### config.mk
export PLATFORM = sky130hd
export DESIGN_NAME = shift_register_param
export DESIGN_NICKNAME = d
export VERILOG_FILES = /design/src/rtl/shift_register_pkg.sv /design/src/rtl/tick_divider.sv /design/src/rtl/shift_register_param.sv
export SDC_FILE = /design/constraint.sdc
export NUM_CORES = 1
export LEC_CHECK = 0
export BUFFER_PORTS_ARGS = -buffer_cell sky130_fd_sc_hd__buf_2
export CORE_ASPECT_RATIO = 2
export CORE_MARGIN = 10
export CORE_UTILIZATION = 55
export CTS_BUF_LIST = sky130_fd_sc_hd__clkbuf_8 sky130_fd_sc_hd__clkbuf_16
export DETAILED_ROUTE_END_ITERATION = 10
export MAX_ROUTING_LAYER = met4
export PLACE_DENSITY = 0.78
export SLEW_MARGIN = 5
export SYNTH_ARGS = -nofsm -noshare
export SYNTH_HDL_FRONTEND = slang
export SYNTH_SLANG_ARGS = --single-unit
### constraint.sdc
create_clock -name clk -period 2.26 [get_ports clk]
set_input_delay 0.226 -clock clk [delete_from_list [all_inputs] [get_ports clk]]
set_output_delay 0.226 -clock clk [all_outputs]
set_load 0.01 [all_outputs]
### src/rtl/shift_register_pkg.sv
// Shared types and helpers for the parametrised shift register.
package shift_register_pkg;

  // Action selected on a tick edge.
  typedef enum logic [1:0] {
    MODE_HOLD = 2'b00,
    MODE_UP   = 2'b01,
    MODE_DOWN = 2'b10,
    MODE_LOAD = 2'b11
  } mode_t;

  // Clear group that owns a given stage.
  function automatic int unsigned group_of(input int unsigned stage,
                                           input int unsigned groups);
    return stage % groups;
  endfunction

endpackage : shift_register_pkg

### src/rtl/tick_divider.sv
// Free-running divider producing the action tick and its registered copy.
module tick_divider #(
  parameter int unsigned TAP = 22
) (
  input  logic clk,
  input  logic rst,
  input  logic bypass_i,
  output logic tick_o,
  output logic tick_c
);

  localparam int unsigned CNT_W = TAP + 1;

  logic [CNT_W-1:0] cnt_q, cnt_d;
  logic             tick_q, tick_d;

  // Counter wraps naturally; tick fires on all-ones or when bypassed.
  always_comb begin
    cnt_d  = cnt_q + CNT_W'(1);
    tick_c = (&cnt_q) | bypass_i;
    tick_d = tick_c;
  end

  // Divider state and registered tick.
  always_ff @(posedge clk or negedge rst) begin
    if (!rst) begin
      cnt_q  <= '0;
      tick_q <= 1'b0;
    end else begin
      cnt_q  <= cnt_d;
      tick_q <= tick_d;
    end
  end

  assign tick_o = tick_q;

endmodule : tick_divider

### src/rtl/shift_register_param.sv
// Serial/parallel shift register with rotate, load, grouped clears and fill tracking.
module shift_register_param
  import shift_register_pkg::*;
#(
  parameter  int unsigned WIDTH  = 8,
  parameter  int unsigned GROUPS = 4,
  parameter  int unsigned TAP    = 22,
  localparam int unsigned FILL_W = $clog2(WIDTH + 1)
) (
  input  logic              clk,
  input  logic              rst,
  input  logic              div_bypass_i,
  input  logic [1:0]        mode_i,
  input  logic              rot_i,
  input  logic              ser_i,
  input  logic [WIDTH-1:0]  load_i,
  input  logic [GROUPS-1:0] clr_i,
  output logic [WIDTH-1:0]  q_o,
  output logic              ser_o,
  output logic              tick_o,
  output logic [FILL_W-1:0] fill_o,
  output logic              full_o
);

  localparam logic [FILL_W-1:0] FILL_MAX = FILL_W'(WIDTH);

  logic              tick_c;
  mode_t             mode_c;
  logic [WIDTH-1:0]  clr_mask_c;
  logic [WIDTH-1:0]  shift_c;
  logic [FILL_W-1:0] fill_nxt_c;
  logic              in_up_c;
  logic              in_dn_c;

  logic [WIDTH-1:0]  q_q, q_d;
  logic              ser_q, ser_d;
  logic [FILL_W-1:0] fill_q, fill_d;
  logic              full_q, full_d;

  // Action tick source.
  tick_divider #(
    .TAP (TAP)
  ) u_div (
    .clk      (clk),
    .rst      (rst),
    .bypass_i (div_bypass_i),
    .tick_o   (tick_o),
    .tick_c   (tick_c)
  );

  assign mode_c = mode_t'(mode_i);

  // Per-stage clear mask: each stage follows its group's clear bit.
  for (genvar i = 0; i < WIDTH; i++) begin : g_clr
    assign clr_mask_c[i] = clr_i[group_of(i, GROUPS)];
  end

  // Incoming bit for each shift direction: wrap-around or serial input.
  always_comb begin
    in_up_c = rot_i ? q_q[WIDTH-1] : ser_i;
    in_dn_c = rot_i ? q_q[0]       : ser_i;
  end

  // Tick-qualified datapath, serial-out and fill update before clears.
  always_comb begin
    shift_c    = q_q;
    ser_d      = ser_q;
    fill_nxt_c = fill_q;
    if (tick_c) begin
      unique case (mode_c)
        MODE_HOLD: begin
          shift_c = q_q;
        end
        MODE_UP: begin
          shift_c = {q_q[WIDTH-2:0], in_up_c};
          ser_d   = q_q[WIDTH-1];
          if (!rot_i && (fill_q != FILL_MAX)) begin
            fill_nxt_c = fill_q + FILL_W'(1);
          end
        end
        MODE_DOWN: begin
          shift_c = {in_dn_c, q_q[WIDTH-1:1]};
          ser_d   = q_q[0];
          if (!rot_i && (fill_q != FILL_MAX)) begin
            fill_nxt_c = fill_q + FILL_W'(1);
          end
        end
        MODE_LOAD: begin
          shift_c    = load_i;
          fill_nxt_c = FILL_MAX;
        end
        default: begin
          shift_c = q_q;
        end
      endcase
    end
  end

  // Clears act every clock, overriding only the stages they own and the fill count.
  always_comb begin
    q_d    = shift_c & ~clr_mask_c;
    fill_d = (|clr_i) ? '0 : fill_nxt_c;
    full_d = (fill_d == FILL_MAX);
  end

  // Register state.
  always_ff @(posedge clk or negedge rst) begin
    if (!rst) begin
      q_q    <= '0;
      ser_q  <= 1'b0;
      fill_q <= '0;
      full_q <= 1'b0;
    end else begin
      q_q    <= q_d;
      ser_q  <= ser_d;
      fill_q <= fill_d;
      full_q <= full_d;
    end
  end

  assign q_o    = q_q;
  assign ser_o  = ser_q;
  assign fill_o = fill_q;
  assign full_o = full_q;

endmodule : shift_register_param
==> summary.md <==
| Metric | Value |
|---|---|
| Postcts setup bufs | `0` |
| CP top delay family | `compound AO/OA/AOI/OAI gates` |
| CTS Buffer Depth | `2` |
| Syn nets | `209` |
| Distinct cells, synth | `40` |
| Final net count | `245` |
| Register clock-pin slew on the reported worst setup and hold paths | `80 ps` |
| Synthesized flop and latch total | `38` |
| Slew margin rel. | `0.461` |
| Cells after Synth | `183` |
| Met2 Use GR | `0.255` |
| First-pass GRT wire length | `7.87 mm` |
| Diodes inserted | `0` |
| Row count | `31` |
| DIE HEIGHT | `105 µm` |
| Setup TNS | `0 ps` |
| Ys Warns | `0` |
| RSZ-0062 raised after global routing | `no` |
| M3 GR Usage | `0.0382` |
| Synth Area per Inst | `10.9 µm²` |
| DRC | `0` |
| Hold_buf cts | `0` |
| Crit path DAT | `2230 ps` |
| Fin crit share | `0.901` |
| Critical Path Source | `u_div.cnt_q[0]` |
| DRT Pass-1 Iters | `5` |
| Die width | `62.6 µm` |
| Via count | `1,546` |
| Grt total ovfl | `0` |
| CP peak stage delay | `410 ps` |
| Most common cell after layout, fill and taps aside | `dfrtp_1` |
| Post-Place Cells | `261` |
| Routed Antenna Nets | `0` |
| Final setup violation count | `0` |
| Clock Skews | `7.24 ps` |
| FF-to-FF Start | `u_div.cnt_q[0]` |
| Slew Limit Fails | `0` |
| Final Hold Viols | `0` |
| Max Freq | `491 MHz` |
| Post-DP HPWL | `3.47 mm` |
| Initial antenna violation count | `0` |
| Initial drt markers | `84` |
| Routing usage on met1 | `0.146` |
| Die area | `~6600 µm²` |
| EDFF count, synth | `0` |
| Pleak | `1.13 nW` |
| Crit path max-delay cell type | `dfrtp_1` |
| R2R Setup Slk | `220 ps` |
| Worst min-delay path category | `in2async` |
| I/O Pins | `34` |
| Tot GR Track Use | `0.149` |
| CTS tree | `done` |
| Final std cells w/o fill | `between 200 and 300` |
| Clock sink count | `38` |
| Most frequent cells in the layout | `dfrtp_1 (38), buf_2 (33), nor2_1 (18)` |
| Largest net degree at the start of global routing | `39` |
| Global placer's final weighted congestion | `0.938` |
| Vias in the first global route | `1,767` |
| Final WL | `4.45 mm` |
| Post-CTS sizing | `0` |
| Core area | `3570 µm²` |
| Share of layout cells above drive strength 1 | `0.264` |
| Mapped Area | `approximately 2000 µm²` |
| Top FF cell, synth | `dfrtp_1` |
| Crit-path max FO | `24` |
| CP required | `2450 ps` |
| Most Used Layer, Global Route | `met2` |
| Crit Path Category | `reg2reg` |
| Initial Utilization | `0.560` |
| Max-Cap Viols | `0` |
| Skew-Pair Late Insertion Delay | `290 ps` |
| WL/cell | `16.6 µm` |
| TritonCTS buffer count | `5` |
| Buffers on Ports | `33` |
| Via density per instance | `5.75` |
| Worst Path Buf+Inv | `0` |
| Startpoint Class | `flop` |
| Root buf cell | `clkbuf_8` |
| H-tree Lvls | `2` |
| R2r endpoint | `full_o` |
| Crit. End Element | `flop` |
| Cell breakdown of the critical path | `ha_1 > nand4_4 > nor4_4 > a21o_4 > a21oi_1 > a2111oi_2` |
| Peak supply drop | `about 460 µV` |
| Tightest Pin Transition | `809 ps` |
| Min Tclk post-route | `2040 ps` |
| Seq/Total Area, Yosys | `0.476` |
| Area Overhead vs Synth | `17.4%` |
| Pwr dens | `664 nW/µm²` |
| Outcome | `finished, final reports clean` |
| Share of flip-flops with an asynchronous set or reset | `1.00` |
| FF-to-FF path depth | `6` |
## where the power goes
group,total [mW],switching (mW),leakage [nW],internal (mW)
clock,0.711,0.240,0.0714,0.471
combinational,0.135,0.0807,0.548,0.0539
sequential,0.710,0.0159,0.506,0.694
total,1.56,0.337,1.13,1.22
## through the flow
step	instance area [µm²]	hold WS, ps	worst slack [ps]	power, mW	util
after floorplan	2000	-69.6	368	0.794	-
after global placement	2200	361	311	0.858	0.617
after detailed placement	2200	370	237	0.859	0.617
after CTS	2340	44.0	210	1.57	0.657
after global routing	2340	84.3	104	1.62	0.657
final	2340	20.8	225	1.56	0.657
## logic make-up after synthesis
logic type / synth area share
flip-flops: 0.476
buffers and inverters: 0.0426
AND/OR/NAND/NOR: 0.180
AO/OA/AOI/OAI: 0.149
adder cells (fa/ha/maj): 0.0439
XOR/XNOR: 0.0921
multiplexers: 0.0163
## how the worst max path moves through the flow
stage                endpoint  slack, ps  cells past startpoint
finish                 full_o        220                      6
global route           full_o        100                      6
CTS                    full_o        210                      6
detailed placement     full_o        240                      6
global placement       full_o        310                      6
floorplan           fill_o[2]        370                      7
## cells in the mapped netlist, types with 3 or more instances
master	number	area share
nand2_1	12	0.023
and3_1	3	0.0094
ha_1	7	0.044
nand3_1	7	0.018
a31oi_1	3	0.0094
xor2_1	10	0.044
a21oi_1	4	0.010
dfrtp_1	38	0.48
buf_1	3	0.0056
nor3_1	3	0.0075
a222oi_1	8	0.040
nor2_1	18	0.034
xnor2_1	11	0.048
inv_1	13	0.024
a211oi_1	10	0.038
## flip-flops by register name (all words and copies together) (netlist names)
name	count
full_o	1
q_o	8
u_div.cnt_q	23
u_div.tick_o	1
ser_o	1
fill_o	4
## layer usage
| metal | part of all wire | wire length, µm |
|---|---|---|
| met5 | 0 | 0 |
| met4 | 0.038 | 167 |
| met3 | 0.043 | 193 |
| met2 | 0.54 | 2400 |
| met1 | 0.38 | 1690 |
## area by class of cell
type / count / area [µm²]
repair buffers: 35 / 180
flip-flops and latches: 38 / 951
multi-input cells: 126 / 961
clock buffers: 6 / 82.6
well taps: 49 / 61.3
inverters: 13 / 48.8
clock inverters: 2 / 60.1
fillers: 296 / 1220
(Power assumes the default switching activity.)
